**src/rtl/cu_access_scheduler.sv**
```systemverilog
// cu_access_scheduler: round-robin, grant-locked arbiter between IFU and DFU for the shared CU command port
module cu_access_scheduler #(
  parameter int TIMEOUT_CYCLES = 1024,
  parameter int TO_WIDTH = 16
) (
  input  logic clk,
  input  logic rstn,
  input  logic ifu2ar_req,
  input  logic dfu2ar_req,
  input  logic ifu2ar_done,
  input  logic dfu2ar_done,
  input  logic cu2ar_busy,
  output logic ar2ifu_grant,
  output logic ar2dfu_grant,
  output logic ar_timeout,
  output logic ar_timeout_src,
  output logic [TO_WIDTH-1:0] ar_wd_count
);
  typedef enum logic [1:0] {IDLE, GNT_IFU, GNT_DFU, GAP} state_t;
  localparam logic [TO_WIDTH-1:0] TERM = TO_WIDTH'(TIMEOUT_CYCLES - 1);
  state_t state, state_nxt;
  logic last_owner;
  logic [TO_WIDTH-1:0] wd_count;
  logic timeout_q, timeout_src_q;
  logic granted, own_req, own_done, wd_term, release_gnt, wd_fire;
  // owner-relative release conditions; done wins over a coincident watchdog expiry
  always_comb begin
    granted = (state == GNT_IFU) || (state == GNT_DFU);
    own_req = (state == GNT_DFU) ? dfu2ar_req : ifu2ar_req;
    own_done = (state == GNT_DFU) ? dfu2ar_done : ifu2ar_done;
    wd_term = wd_count == TERM;
    release_gnt = granted && (own_done || !own_req || wd_term);
    wd_fire = release_gnt && wd_term && !own_done;
  end
  // state, watchdog, round-robin history and timeout flags
  always_ff @(posedge clk) begin
    if (!rstn) begin
      state <= IDLE;
      last_owner <= 1'b1;
      wd_count <= '0;
      timeout_q <= 1'b0;
      timeout_src_q <= 1'b0;
    end else begin
      state <= state_nxt;
      wd_count <= (granted && !release_gnt && wd_count != '1) ? wd_count + 1'b1 : '0;
      timeout_q <= wd_fire;
      if (wd_fire) timeout_src_q <= state == GNT_DFU;
      if (release_gnt) last_owner <= state == GNT_DFU;
    end
  end
  // next state: grant only from IDLE when CU is free, lock until release, one-cycle gap
  always_comb begin
    state_nxt = state;
    case (state)
      IDLE:
        if (!cu2ar_busy)
          state_nxt = (ifu2ar_req && (!dfu2ar_req || last_owner)) ? GNT_IFU :
                      dfu2ar_req ? GNT_DFU : IDLE;
      GNT_IFU, GNT_DFU: state_nxt = release_gnt ? GAP : state;
      GAP: state_nxt = IDLE;
    endcase
  end
  // outputs decoded straight from registers
  always_comb begin
    ar2ifu_grant = state == GNT_IFU;
    ar2dfu_grant = state == GNT_DFU;
    ar_timeout = timeout_q;
    ar_timeout_src = timeout_src_q;
    ar_wd_count = wd_count;
  end
endmodule

```
**config.mk**
```make
export PLATFORM = sky130hd
export DESIGN_NAME = cu_access_scheduler
export DESIGN_NICKNAME = d
export VERILOG_FILES = /design/src/rtl/cu_access_scheduler.sv
export SDC_FILE = /design/constraint.sdc
export NUM_CORES = 1
export LEC_CHECK = 0
export ABC_AREA = 1
export CORE_UTILIZATION = 49
export CTS_CLUSTER_SIZE = 28
export DETAILED_ROUTE_END_ITERATION = 12
export PLACE_DENSITY_LB_ADDON = 0.3
export SLEW_MARGIN = 10
export SYNTH_ARGS = -nofsm -noshare
export SYNTH_HDL_FRONTEND = slang
export SYNTH_SLANG_ARGS = --single-unit
```
**constraint.sdc**
```tcl
create_clock -name clk -period 1.9 [get_ports clk]
set_clock_uncertainty 0.1 [all_clocks]
set_input_delay 0.38 -clock clk [delete_from_list [all_inputs] [get_ports clk]]
set_output_delay 0.38 -clock clk [all_outputs]
set_load 0.05 [all_outputs]
```
==> impl_metrics.tcl, run 1 <==
set metrics [dict create \
    status "complete, no violations" \
    start_kind "flop" \
    end_kind "flop" \
    worstSetupPathType "reg -> reg" \
    hold_viol_final 0 \
    dr.first_iter.drc_count 29 \
    cts_tree "built" \
    wl_per_cell_microns 10.1 \
    drv_slew 0 \
    powerDensity_nw_per_um2 765 \
    synthFlopType "dfxtp_1" \
    io_pins 27 \
    hold_path_class "reg -> reg" \
    n_antenna_cell 0 \
    cp.arrival_ps 1840 \
    synthCells 156 \
    rows 17 \
    postCtsHoldBufs 0 \
    final_core_util_pct 66.3 \
    yosysUniqueCellTypes 22 \
    wl_mm 2.19 \
    clock.fmax_mhz 577 \
    synth_common_cells "nand2_1 (27), inv_1 (22), nor2_1 (22), dfxtp_1 (21), nor2_2 (11)" \
    gp_congestion 0.797 \
    port-buffer-count 26 \
    num_vias 1059 \
    post_dp_cell_area_sq_um 1460 \
    ff_latch_area_sq_um 424 \
    synth_edf_count 0 \
    antenna_left 0 \
    yosysTopAreaCellShare_pct 35.7 \
    dr.pass1.iters 4 \
    yosysWarnings 0 \
    critical-path-max-stage-delay_ps 370 \
    synth_top_area_cell "dfxtp_1" \
    leakage_nw 0.622 \
    die_w_microns 51.0 \
    ys_seq_elements 21 \
    postCtsSetupBuffers 0 \
    numClockSinks 21 \
    finalSetupViolCount 0 \
    grt_setup_unrepaired "false" \
    crit_family "simple AND/OR/NAND/NOR gates" \
    grt_pass1_vias 898 \
    htreeDepth 1 \
    cts_root_buf "clkbuf_4" \
    viasPerCell 4.90 \
    clockBufferDepth 2 \
    drive_above_1_share_pct 27.7 \
    start_util_pct 52.7 \
    final_area_sq_um 1480 \
    fin_crit_sh_pct 91.1 \
    synth_seq_area_share_pct 35.7 \
    yosysMostFrequentCell "nand2_1" \
    max-slew-margin-rel_pct 83.3 \
    core_area_sq_um 2230 \
    area_growth_pct 26.0 \
    ir_worst_vdd_mv 0.726 \
    async_reset_ff_share_pct 0 \
    maxCapViolCount 0 \
    synth_area_leaders "dfxtp_1 (36%), nand2_1 (8.6%), inv_1 (7.0%), nor2_1 (7.0%), nor2_2 (5.9%)" \
    hold_slack_ps 341 \
    grt_start_max_net_pins 16 \
    die_h_microns 51.0 \
    fillers 198 \
    fin_nets 201 \
    worst_pin_slew_ps 251 \
    fin_cells 216 \
    dieArea_sq_um 2600 \
    placed_cells 212 \
    setup_tns_ps 0 \
    cts_inserted_buffers 3 \
    clock_latency_ps 310 \
    synth_fp_nets 168 \
    grtUsageTotal_pct 19.1 \
    grt_first_pass_wirelength_mm 3.79 \
    drc 0 \
    cp_slowest_cell "dfxtp_2" \
    worst_ep_required_time_ps 2000 \
    synth_area_sq_um 1180 \
    cts_resized 0 \
    clk_pin_slew_ps 110 \
    multi_input_area_sq_um 648 \
    crit_path_cell_trace "ha_1 > nand3_2 > nor2_4 > nand2_4 > nor2_4 > nand3_2 > nand2_4 > nor2_1" \
    crit_buf_inv 0 \
    grt_overflow 0 \
    grt_antenna_before_repair 0 \
    period_minus_slack_ps 1730 \
    cp_max_fo 15 \
    avgSynthCellArea_sq_um 7.54 \
    dpl.hpwl_mm 1.73 \
]
path summary, 6_finish.rpt:
path / startpoint / depth (start not counted) / endpoint / slack (ps)
max: ar_wd_count[0] / 8 / ar_wd_count[1] / 170
min: ar_wd_count[0] / 1 / ar_wd_count[0] / 340
max reg2reg: ar_wd_count[0] / 8 / ar_wd_count[1] / 170
min reg2reg: ar_wd_count[0] / 1 / ar_wd_count[0] / 340
placed cells by master, fill, tap and decap left out:
cell type,synthesis,layout
nand2_1,27,27
inv_1,22,22
nor2_1,22,22
buf_4,0,21
dfxtp_1,21,18
nor2_2,11,11
xnor2_1,7,7
nand3_1,6,6
clkdlybuf4s50_1,0,6
o21ai_0,5,5
xor2_1,5,5
nand4_1,5,5
a21oi_1,4,4
ha_1,5,4
nand3_2,3,3
nor2_4,3,3
dfxtp_2,0,3
clkbuf_4,0,3
nand2_2,2,2
nand2_4,2,2
buf_12,1,2
inv_2,1,1
o21ai_1,1,1
clkinv_1,1,1
o21bai_1,1,1
a21boi_0,1,1
ha_2,0,1
clkbuf_1,0,1
layer usage:
| layer | share of wire (%) | global-route usage [%] |
|---|---|---|
| met4 | 1.1 | 6.94 |
| met2 | 46 | 29.8 |
| met1 | 50 | 26.0 |
| met5 | 0 | 0 |
| met3 | 3.0 | 3.57 |
layout make-up:
| class | instances | area share, % |
|---|---|---|
| Tap cell | 28 | 2.36 |
| Sequential cell | 21 | 28.6 |
| Inverter | 24 | 6.08 |
| Timing Repair Buffer | 29 | 17.4 |
| Multi-Input combinational cell | 110 | 43.8 |
| Clock buffer | 4 | 1.77 |
power breakdown:
group	leakage, nW	switching, mW	internal [mW]	total (mW)
combinational	0.436	0.246	0.175	0.421
clock	0.0150	0.142	0.0820	0.224
sequential	0.171	0.0210	0.468	0.489
total	0.622	0.408	0.725	1.13
registers in the layout, indices dropped and copies added (netlist names):
name / count
ar_wd_count: 16
state: 2
ar_timeout: 1
ar_timeout_src: 1
last_owner: 1
kinds of logic after synthesis:
group	count (synthesis)	share of synthesized area [%]
buffers and inverters	25	9.36
and+or+nand+nor	81	35.1
xor gates and xnor gates	12	8.94
AOI/OAI and AO/OA	12	5.53
adders and majority gates	5	5.32
DFF	21	35.7
stage by stage:
| stage | setup slack, ps | total power [mW] |
|---|---|---|
| 3_3_place_gp | 65.9 | 0.905 |
| 6_report | 168 | 1.13 |
| 5_1_grt | 6.21 | 1.22 |
| 4_1_cts | 157 | 1.14 |
| 3_5_place_dp | 7.05 | 0.920 |
| 2_1_floorplan | 13.8 | 0.788 |
Power figures use the tool's default switching activity.
==> run 2: changes to the inputs <==
--- a/config.mk
+++ b/config.mk
@@ -7,10 +7,11 @@
 export LEC_CHECK = 0
 export ABC_AREA = 1
 export CORE_UTILIZATION = 49
-export CTS_CLUSTER_SIZE = 28
+export CTS_CLUSTER_SIZE = 14
 export DETAILED_ROUTE_END_ITERATION = 12
 export PLACE_DENSITY_LB_ADDON = 0.3
 export SLEW_MARGIN = 10
 export SYNTH_ARGS = -nofsm -noshare
 export SYNTH_HDL_FRONTEND = slang
 export SYNTH_SLANG_ARGS = --single-unit
+export TNS_END_PERCENT = 30
==> results of run 2 <==
Same layout as run 1: the final DEF is identical, and so are final timing and power.
==> run 3: changes to the inputs <==
--- a/config.mk
+++ b/config.mk
@@ -7,6 +7,7 @@
 export LEC_CHECK = 0
 export ABC_AREA = 1
 export CORE_UTILIZATION = 49
+export CTS_CLUSTER_DIAMETER = 100
 export CTS_CLUSTER_SIZE = 14
 export DETAILED_ROUTE_END_ITERATION = 12
 export PLACE_DENSITY_LB_ADDON = 0.3
==> results of run 3 <==
Same layout as run 1: the final DEF is identical, and so are final timing and power.
